==> src/rtl/ise_feeder_pkg.sv <==
// ise_feeder_pkg: shared state encodings, colour codes and widths for the ISE feeder.
package ise_feeder_pkg;

    localparam int unsigned IMG_IDX_W = 5;
    localparam int unsigned PIX_W     = 24;

    typedef enum logic [1:0] {
        StIdle    = 2'd0,
        StSend    = 2'd1,
        StWaitRes = 2'd2,
        StDone    = 2'd3
    } state_e;

    typedef enum logic [1:0] {
        ColRed   = 2'd0,
        ColGreen = 2'd1,
        ColBlue  = 2'd2
    } color_e;

endpackage

==> src/rtl/ise_feed_skid.sv <==
// ise_feed_skid: 2-entry skid buffer between a 1-cycle-latency pixel memory and the ISE.
// Tracks the single in-flight read so a busy rise never drops returning data.
module ise_feed_skid
    import ise_feeder_pkg::*;
(
    input  logic                 clk,
    input  logic                 reset,
    input  logic                 rd_issue,
    input  logic [IMG_IDX_W-1:0] rd_img,
    input  logic [PIX_W-1:0]     rdata,
    input  logic                 busy,
    output logic                 valid,
    output logic [PIX_W-1:0]     pixel,
    output logic [IMG_IDX_W-1:0] img,
    output logic                 xfer,
    output logic                 rd_ok
);
    localparam int unsigned EntW = IMG_IDX_W + PIX_W;

    logic [EntW-1:0]      ent_q [2];
    logic [EntW-1:0]      ent_d [2];
    logic [1:0]           cnt_q, cnt_d;
    logic                 fly_q;
    logic [IMG_IDX_W-1:0] fly_img_q;
    logic [EntW-1:0]      fly_ent, head;
    logic                 push, pop;
    logic [2:0]           level;

    assign fly_ent = {fly_img_q, rdata};
    assign pixel   = head[PIX_W-1:0];
    assign img     = head[EntW-1:PIX_W];

    // Head selection (buffer first, else bypass of returning read), flow control and next state.
    always_comb begin
        head = '0;
        if (cnt_q != 2'd0) begin
            head = ent_q[0];
        end else if (fly_q) begin
            head = fly_ent;
        end
        valid = (cnt_q != 2'd0) || fly_q;
        xfer  = valid && !busy;
        pop   = xfer && (cnt_q != 2'd0);
        // Returning data is buffered unless it went straight out through the bypass.
        push  = fly_q && !(xfer && (cnt_q == 2'd0));
        level = {1'b0, cnt_q} + {2'b0, fly_q} - {2'b0, xfer};
        rd_ok = level < 3'd2;

        ent_d = ent_q;
        cnt_d = cnt_q;
        if (pop) begin
            ent_d[0] = ent_q[1];
            cnt_d    = cnt_q - 2'd1;
        end
        if (push) begin
            ent_d[cnt_d[0]] = fly_ent;
            cnt_d           = cnt_d + 2'd1;
        end
    end

    // Buffer and in-flight state; reset discards anything still returning from memory.
    always_ff @(posedge clk or negedge reset) begin
        if (!reset) begin
            ent_q[0]  <= '0;
            ent_q[1]  <= '0;
            cnt_q     <= '0;
            fly_q     <= 1'b0;
            fly_img_q <= '0;
        end else begin
            ent_q     <= ent_d;
            cnt_q     <= cnt_d;
            fly_q     <= rd_issue;
            fly_img_q <= rd_img;
        end
    end

endmodule

==> src/rtl/ise_feeder.sv <==
// ise_feeder: streams IMG_NUM x PIX_NUM RGB pixels from the frame store into the ISE,
// then collects the sorted result stream. Optional result checker: ISE_FEED_CHECK_EN.
module ise_feeder
    import ise_feeder_pkg::*;
#(
    parameter int unsigned IMG_NUM = 32,
    parameter int unsigned PIX_NUM = 16384,
    parameter int unsigned ADDR_W  = 19
) (
    input  logic                 clk,
    input  logic                 reset,
    input  logic                 start,
    output logic                 mem_rd,
    output logic [ADDR_W-1:0]    mem_addr,
    input  logic [PIX_W-1:0]     mem_rdata,
    input  logic                 busy,
    output logic [IMG_IDX_W-1:0] image_in_index,
    output logic [PIX_W-1:0]     pixel_in,
    output logic                 pix_valid,
    input  logic                 out_valid,
    input  logic [1:0]           color_index,
    input  logic [IMG_IDX_W-1:0] image_out_index,
    output logic [5:0]           res_cnt,
    output logic                 done,
    output logic                 err
);
    localparam int unsigned       PixAw    = $clog2(PIX_NUM);
    localparam logic [ADDR_W-1:0] LastAddr = ADDR_W'(IMG_NUM * PIX_NUM - 1);
    localparam logic [5:0]        ResMax   = 6'(IMG_NUM);

    state_e               state_q;
    logic [ADDR_W-1:0]    rd_addr_q, xf_addr_q;
    logic                 rd_done_q;
    logic [5:0]           res_cnt_q, res_cnt_d;
    logic                 start_ok, capture, xfer, rd_ok, last_xfer;
    logic [IMG_IDX_W-1:0] rd_img;

    assign start_ok  = start && ((state_q == StIdle) || (state_q == StDone));
    assign capture   = out_valid && (state_q != StIdle);
    assign mem_rd    = (state_q == StSend) && !rd_done_q && rd_ok;
    assign mem_addr  = rd_addr_q;
    assign rd_img    = IMG_IDX_W'(rd_addr_q >> PixAw);
    assign last_xfer = xfer && (xf_addr_q == LastAddr);
    assign res_cnt   = res_cnt_q;
    assign done      = (state_q == StDone);

    ise_feed_skid u_skid (
        .clk      (clk),
        .reset    (reset),
        .rd_issue (mem_rd),
        .rd_img   (rd_img),
        .rdata    (mem_rdata),
        .busy     (busy),
        .valid    (pix_valid),
        .pixel    (pixel_in),
        .img      (image_in_index),
        .xfer     (xfer),
        .rd_ok    (rd_ok)
    );

    // Result counter: cleared by an accepted start, saturates at IMG_NUM.
    always_comb begin
        res_cnt_d = res_cnt_q;
        if (start_ok) begin
            res_cnt_d = '0;
        end else if (capture && (res_cnt_q != ResMax)) begin
            res_cnt_d = res_cnt_q + 6'd1;
        end
    end

    // Run FSM with read/transfer address counters; both counters wrap to 0 at run end.
    always_ff @(posedge clk or negedge reset) begin
        if (!reset) begin
            state_q   <= StIdle;
            rd_addr_q <= '0;
            xf_addr_q <= '0;
            rd_done_q <= 1'b0;
            res_cnt_q <= '0;
        end else begin
            res_cnt_q <= res_cnt_d;
            if (mem_rd) begin
                rd_addr_q <= (rd_addr_q == LastAddr) ? '0 : rd_addr_q + 1'b1;
                rd_done_q <= (rd_addr_q == LastAddr);
            end
            if (xfer) begin
                xf_addr_q <= last_xfer ? '0 : xf_addr_q + 1'b1;
            end
            unique case (state_q)
                StIdle, StDone: begin
                    if (start_ok) begin
                        state_q   <= StSend;
                        rd_done_q <= 1'b0;
                    end
                end
                StSend: begin
                    if (last_xfer) begin
                        state_q <= (res_cnt_d == ResMax) ? StDone : StWaitRes;
                    end
                end
                StWaitRes: begin
                    if (res_cnt_d == ResMax) begin
                        state_q <= StDone;
                    end
                end
            endcase
        end
    end

`ifdef ISE_FEED_CHECK_EN
    logic [31:0] seen_q;
    logic [1:0]  prev_col_q;
    logic        err_q;
    logic        bad;

    assign bad = (color_index > ColBlue) || (color_index < prev_col_q) ||
                 seen_q[image_out_index] || (res_cnt_q == ResMax);
    assign err = err_q;

    // Sticky result checker; history is cleared by an accepted start.
    always_ff @(posedge clk or negedge reset) begin
        if (!reset) begin
            seen_q     <= '0;
            prev_col_q <= ColRed;
            err_q      <= 1'b0;
        end else if (start_ok) begin
            seen_q     <= '0;
            prev_col_q <= ColRed;
            err_q      <= 1'b0;
        end else if (capture) begin
            if (bad) begin
                err_q <= 1'b1;
            end
            seen_q[image_out_index] <= 1'b1;
            prev_col_q              <= color_index;
        end
    end
`else
    logic unused_res;
    assign unused_res = ^{color_index, image_out_index};
    assign err        = 1'b0;
`endif

endmodule

==> config.mk <==
export PLATFORM = sky130hd
export DESIGN_NAME = ise_feeder
export DESIGN_NICKNAME = d
export VERILOG_FILES = /design/src/rtl/ise_feeder_pkg.sv /design/src/rtl/ise_feed_skid.sv /design/src/rtl/ise_feeder.sv
export SDC_FILE = /design/constraint.sdc
export NUM_CORES = 1
export LEC_CHECK = 0
export CORE_MARGIN = 2
export CORE_UTILIZATION = 40
export CTS_CLUSTER_DIAMETER = 100
export CTS_CLUSTER_SIZE = 16
export DETAILED_ROUTE_END_ITERATION = 10
export GPL_ROUTABILITY_DRIVEN = 1
export PLACE_DENSITY = 0.71
export SYNTH_ARGS = -nofsm -noshare
export SYNTH_HDL_FRONTEND = slang
export SYNTH_SLANG_ARGS = --single-unit
==> constraint.sdc <==
create_clock -name clk -period 3.7 [get_ports clk]
set_input_delay 0.37 -clock clk [delete_from_list [all_inputs] [get_ports clk]]
set_output_delay 0.37 -clock clk [all_outputs]
set_load 0.01 [all_outputs]
==> impl_metrics.py, run 1 <==
metrics = {
    "logic_synthesis": {
        "synth-async-reset-ratio_pct": 100.0,
        "avgSynthCellArea_sq_um": 10.17,
        "yosys_register_bits": 113,
        "synth_most_common_cell": "dfrtp_1",
        "syn-num-nets": 599,
        "synth_edf_count": 0,
        "synth_area_sq_um": 5604,
        "synth_commonest_cells": "dfrtp_1 (113), nor2_1 (64), nand2_1 (48)",
        "yosys_warnings": 0,
        "seq_area_frac_synth_pct": 50.46,
        "synthCells": 551,
        "synthFlopType": "dfrtp_1",
        "yosys-top-cells-area": "dfrtp_1 (50%), mux2_2 (6.0%), mux2i_1 (5.4%)",
        "yosysUniqueCellTypes": 49,
        "synth_top_area_share_pct": 50.46,
        "yosysTopAreaCell": "dfrtp_1",
    },
    "detailed_routing": {
        "num_vias": 4148,
        "wl_per_cell_microns": 14.37,
        "drt_iter0_drc": 228,
        "dr.pass1.iters": 4,
        "viasPerCell": 4.962,
        "ant_nets": 0,
        "drc": 0,
        "drt-total-wl_microns": 12020,
    },
    "sta": {
        "drv_slew": 0,
        "max_freq_ghz": 0.2938,
        "maxSlewHeadroom_pct": 41.09,
        "worstMarginPinSlew_ns": 0.8836,
        "hold_slack_ns": 0.09158,
        "grt_setup_unrepaired": "no",
        "final.setup.tns_ns": 0,
        "clock_skew_ns": 0.006311,
        "min_period_over_period_pct": 91.99,
        "hold_violations": 0,
        "setup_viol": 0,
        "fin_crit_ns": 3.404,
    },
    "clocking": {
        "cts_root_buffer": "clkbuf_16",
        "cts_htree_levels": 4,
        "cts_max_path_buffers": 2,
        "cts_tree": "yes",
        "clkLatencyLatePin_ns": 0.41,
        "cts.sinks": 113,
        "hold_buffers": 0,
        "numCtsBuffers": 17,
        "path_clk_slew_ns": 0.05,
    },
    "setup_path": {
        "cp_max_fo": 9,
        "critPathKind": "flop to flop",
        "crit_path_max_incr_delay_ns": 0.40,
        "crit_required_ns": 4.04,
        "cp.arrival_ns": 3.74,
        "path_cells": "inv_1, ha_1, nand2b_1, nand2_1, inv_1, ha_1, nand2b_1, fa_1, xor2_1, nor3_4, buf_4, buf_4, and4_1, and2_1, nor2_1, nor2_1",
        "critPathLaunchType": "flop",
        "cp_num_buf_inv": 4,
        "crit_path_top_delay_cell": "dfrtp_1",
        "cp-end-kind": "flop",
        "crit_family": "simple AND/OR/NAND/NOR gates",
    },
    "placement": {
        "dp.cells": 802,
        "dp.final_hpwl_microns": 7915,
        "io_buffers": 85,
        "place.gp.congestion": 0.7918,
        "place_area_sq_um": 6671,
    },
    "grt": {
        "grt_usage_pct": 17.05,
        "grt_overflow_total": 0,
        "antenna_found_initial": 0,
        "grt_pass1_wl_microns": 19930,
        "grt_pass1_vias": 4140,
        "grt_start_max_net_pins": 69,
    },
    "floorplan": {
        "die_w_microns": 122.4,
        "initial_core_util_pct": 40.69,
        "dieArea_sq_um": 14970,
        "die_h_microns": 122.4,
        "io_pins": 94,
        "core_area_sq_um": 13770,
        "row_count": 43,
    },
    "outcome": {
        "status": "completed",
    },
    "finish": {
        "antenna_cells": 0,
        "drive_above_1_share_pct": 13.11,
        "final_area_sq_um": 7312,
        "fin_nets": 691,
        "syn_to_final_growth_pct": 30.48,
        "final_cells": 836,
    },
    "min_path": {
        "hp-class": "input port to asynchronous set/reset pin",
    },
    "pwr": {
        "power_mw": 5.422,
        "p_per_area_nw_per_um2": 741.5,
        "max-vdd-ir-drop_mv": 0.2836,
        "p_leak_nw": 3.268,
    },
    "run": {
        "cap_violations": 0,
    },
}
area by class of cell:
cell class	instances	area, sq um
repair buffers	98	960.9
clock buffers	23	467.9
well taps	180	225.2
flip-flops and latches	113	2828
inverters	41	153.9
multi-input cells	372	2521
fillers	1234	6461
clock inverters	9	155.1
path summary, 6_finish.rpt:
kind / from / endpoint / slack, ns / cells past startpoint
hold / removal: reset / state_q[1] / 0.09 / 1
setup reg to reg: u_skid.cnt_q[0] / rd_done_q / 0.30 / 16
max in group asynchronous: reset / mem_addr[4] / 2.76 / 2
setup / recovery: u_skid.cnt_q[0] / rd_done_q / 0.30 / 16
min in group clk: mem_addr[14] / u_skid.fly_img_q[0] / 0.46 / 0
hold reg to reg: mem_addr[14] / u_skid.fly_img_q[0] / 0.46 / 0
metrics by stage:
stage	worst slack, ns	utilization [%]
after global placement	0.2229	48.44
after detailed placement	0.1892	48.44
after global routing	0.09328	53.09
final	0.2962	53.09
after floorplan	0.2342	-
after CTS	0.01740	53.02
power breakdown:
group          leakage [nW]  switching [mW]  total, mW  internal [mW]
Combinational          1.50           0.885       1.85          0.965
Sequential             1.48           0.264       1.87           1.60
Clock                 0.290           0.545       1.70           1.16
cell families (layout without fill, tap and decap cells):
group	count (synthesis)	in the layout	share of synthesized area, %
DFF	113	113	50.46
AOI/OAI and AO/OA	77	77	7.636
adders and majority gates	12	12	2.813
other	1	1	0.06691
muxes	60	60	11.39
buffers and inverters	66	171	4.890
and+or+nand+nor	178	178	15.87
xor gates and xnor gates	44	44	6.877
what timing repair did:
action                                 4_1_cts  5_1_grt
setup endpoints to repair                    1        1
endpoints found under the hold margin        0        0
gates resized for setup                      0        1
buffers inserted                             1        1
pin swaps                                    1        1
layer usage:
metal / up-vias / share of wire [%] / routed length (microns) / GRT usage, %
met5: - / 0 / 0 / 0
met4: 0 / 1.4 / 165 / 6.609
met3: 14 / 3.9 / 472 / 3.810
met2: 97 / 49 / 5858 / 28.30
met1: 2006 / 46 / 5521 / 21.70
li1: 2031 / - / - / -
cell usage in the layout (no fill, tap or decap), drive strengths merged, types with 7 or more instances in the layout:
| master | Yosys | layout |
|---|---|---|
| buf | 11 | 14 |
| xnor2 | 27 | 27 |
| nand2 | 48 | 48 |
| nor3 | 7 | 7 |
| mux2i | 30 | 30 |
| clkdlybuf4s50 | 0 | 83 |
| inv | 41 | 41 |
| ha | 11 | 11 |
| clkbuf | 14 | 23 |
| nand3 | 16 | 16 |
| a21oi | 34 | 34 |
| nor2 | 64 | 64 |
| nand4 | 13 | 13 |
| mux2 | 30 | 30 |
| xor2 | 17 | 17 |
| o21ai | 34 | 34 |
| dfrtp | 113 | 113 |
No activity file was read; power rests on OpenSTA's default activity.
==> run 2: changes to the inputs <==
--- a/config.mk
+++ b/config.mk
@@ -11,6 +11,7 @@
 export CTS_CLUSTER_SIZE = 16
 export DETAILED_ROUTE_END_ITERATION = 10
 export GPL_ROUTABILITY_DRIVEN = 1
+export HOLD_SLACK_MARGIN = 0.02
 export PLACE_DENSITY = 0.71
 export SYNTH_ARGS = -nofsm -noshare
 export SYNTH_HDL_FRONTEND = slang
==> results of run 2 <==
No change in the layout: final DEF, timing and power equal those of run 1.
==> run 3: changes to the inputs <==
--- a/config.mk
+++ b/config.mk
@@ -15,4 +15,5 @@
 export PLACE_DENSITY = 0.71
 export SYNTH_ARGS = -nofsm -noshare
 export SYNTH_HDL_FRONTEND = slang
+export SYNTH_HIERARCHICAL = 1
 export SYNTH_SLANG_ARGS = --single-unit
==> impl_metrics.py, run 3 <==
metrics = {
    "detailed_routing": {
        "ant_nets": 0,
        "drt_iter0_drc": 251,
        "dr.pass1.iters": 4,
        "num_vias": 4356,
        "drc": 0,
        "drt-total-wl_microns": 12480,
        "viasPerCell": 5.149,
        "wl_per_cell_microns": 14.75,
    },
    "setup_path": {
        "cp-end-kind": "output port",
        "critPathLaunchType": "flop",
        "cp_max_fo": 6,
        "reg2reg_depth": 14,
        "crit_required_ns": 3.33,
        "reg2reg_setup_slack_ns": 0.31,
        "critPathKind": "flop to output port",
        "reg2reg_from": "u_skid/cnt_q[0]",
        "rr_endpoint": "mem_addr[13]",
        "cp.arrival_ns": 3.21,
        "setup.worst_path.start": "u_skid/cnt_q[0]",
    },
    "placement": {
        "place.gp.congestion": 0.8300,
        "place_area_sq_um": 6701,
        "io_buffers": 85,
        "preCtsSetupSlack_ns": 0.2479,
        "dp.cells": 809,
        "dp.final_hpwl_microns": 8238,
    },
    "pwr": {
        "power_mw": 5.135,
        "p_leak_nw": 3.151,
        "max-vdd-ir-drop_mv": 0.3556,
        "p_per_area_nw_per_um2": 702.4,
    },
    "sta": {
        "max_freq_ghz": 0.2795,
        "final.setup.tns_ns": 0,
        "setup_slack_ns": 0.1217,
        "hold_violations": 0,
        "fin_crit_ns": 3.578,
        "setup_viol": 0,
        "drv_slew": 0,
        "maxSlewHeadroom_pct": 48.60,
        "clock_skew_ns": 0.005432,
        "min_period_over_period_pct": 96.71,
        "worstMarginPinSlew_ns": 0.7710,
    },
    "clocking": {
        "cts_tree": "yes",
        "cts_max_path_buffers": 2,
        "cts_root_buffer": "clkbuf_16",
        "hold_buffers": 0,
        "clkLatencyLatePin_ns": 0.41,
        "cts_htree_levels": 4,
        "cts.sinks": 113,
        "path_clk_slew_ns": 0.05,
        "numCtsBuffers": 17,
    },
    "finish": {
        "final_area_sq_um": 7311,
        "antenna_cells": 0,
        "drive_above_1_share_pct": 12.91,
        "final_cell_mix": "dfrtp_1 (113), clkdlybuf4s50_1 (84), o21ai_0 (55)",
        "syn_to_final_growth_pct": 28.98,
        "nFillCells": 1240,
        "fin_nets": 701,
        "final_cells": 846,
        "layout_commonest_cell": "dfrtp_1",
    },
    "grt": {
        "grt_usage_pct": 17.68,
        "grt_overflow_total": 0,
        "antenna_found_initial": 0,
        "grt_pass1_vias": 4355,
        "grt_pass1_wl_microns": 20850,
        "grt_start_max_net_pins": 62,
    },
    "logic_synthesis": {
        "yosys-top-cells-area": "dfrtp_1 (50%), mux2_2 (6.0%), mux2i_1 (5.7%)",
        "yosysTopAreaCell": "dfrtp_1",
        "seq_area_frac_synth_pct": 49.89,
        "syn-num-nets": 605,
        "synthFlopType": "dfrtp_1",
        "synth-async-reset-ratio_pct": 100.0,
        "synth_top_area_share_pct": 49.89,
        "avgSynthCellArea_sq_um": 10.18,
        "synth_commonest_cells": "dfrtp_1 (113), o21ai_0 (55), nand2_1 (53)",
        "yosysUniqueCellTypes": 55,
        "yosys_register_bits": 113,
        "yosys_warnings": 6,
        "synth_edf_count": 0,
        "synth_most_common_cell": "dfrtp_1",
        "synthCells": 557,
        "synth_area_sq_um": 5668,
    },
    "floorplan": {
        "io_pins": 94,
        "dieArea_sq_um": 15140,
        "initial_core_util_pct": 40.83,
        "die_h_microns": 123.0,
        "row_count": 43,
        "core_area_sq_um": 13880,
        "die_w_microns": 123.0,
    },
    "min_path": {
        "hp-class": "input port to asynchronous set/reset pin",
    },
    "outcome": {
        "status": "completed",
    },
    "run": {
        "cap_violations": 0,
    },
}
-- run 3: layout make-up --
class                           instances  area [sq um]  share of cell area, %
Timing Repair Buffer                   99         953.4                  13.04
Multi-Input combinational cell        386          2604                  35.62
Clock inverter                          6         80.08                  1.095
Inverter                               36         141.4                  1.934
Sequential cell                       113          2828                  38.68
Tap cell                              180         225.2                  3.081
Clock buffer                           26         479.2                  6.555
-- run 3: routing by layer --
metal	global-route usage [%]	up-vias	part of all wire, %
met1	22.81	2128	46
met3	5.351	18	4.4
met5	0	-	0
met4	6.037	0	1.4
met2	28.42	86	48
li1	-	2124	-
-- run 3: worst max-delay path: stages (launching register included) --
cell             delay [ns]
dfrtp_1                0.40
inv_1                  0.11
ha_1                   0.24
a21oi_2                0.18
ha_1                   0.25
nor2_1                 0.11
fa_1                   0.42
nor2_1                 0.17
nand3b_1               0.21
inv_4                  0.15
clkdlybuf4s50_1        0.55
-- run 3: timing repair --
item / 4_1_cts / 5_1_grt
pin swaps: 0 / 0
gates cloned: 0 / 0
buffers inserted: 0 / 5
setup endpoints to repair: 1 / 8
gates resized for setup: 1 / 4
-- run 3: worst max-delay path by stage --
stage	cells after the start	endpoint	slack [ns]
finish	10	mem_rd	0.12
detailed placement	12	mem_addr[15]	0.25
CTS	10	mem_rd	0.02
floorplan	15	mem_addr[17]	0.03
global placement	12	mem_addr[15]	0.37
global route	10	mem_rd	-0.05
-- run 3: where the power goes --
| group | switching, mW | internal [mW] | total (mW) |
|---|---|---|---|
| Clock | 0.519 | 1.02 | 1.54 |
| Sequential | 0.242 | 1.58 | 1.82 |
| Combinational | 0.887 | 0.888 | 1.78 |
| Total | 1.65 | 3.49 | 5.13 |
-- run 3: logic make-up after synthesis --
kind of cell	synth area share (%)
flops	49.89
compound gates	9.294
mux	11.61
buf+inv	4.503
xor+xnor	5.872
other cells	0.06616
simple gates	15.98
fa+ha+maj	2.781
-- run 3: stage by stage --
step / hold slack [ns] / utilization [%]
floorplan: 0.07441 / -
global placement: 0.4170 / 48.28
detailed placement: 0.4350 / 48.28
CTS: 0.06175 / 52.32
global route: 0.1027 / 52.67
finish: 0.03650 / 52.67
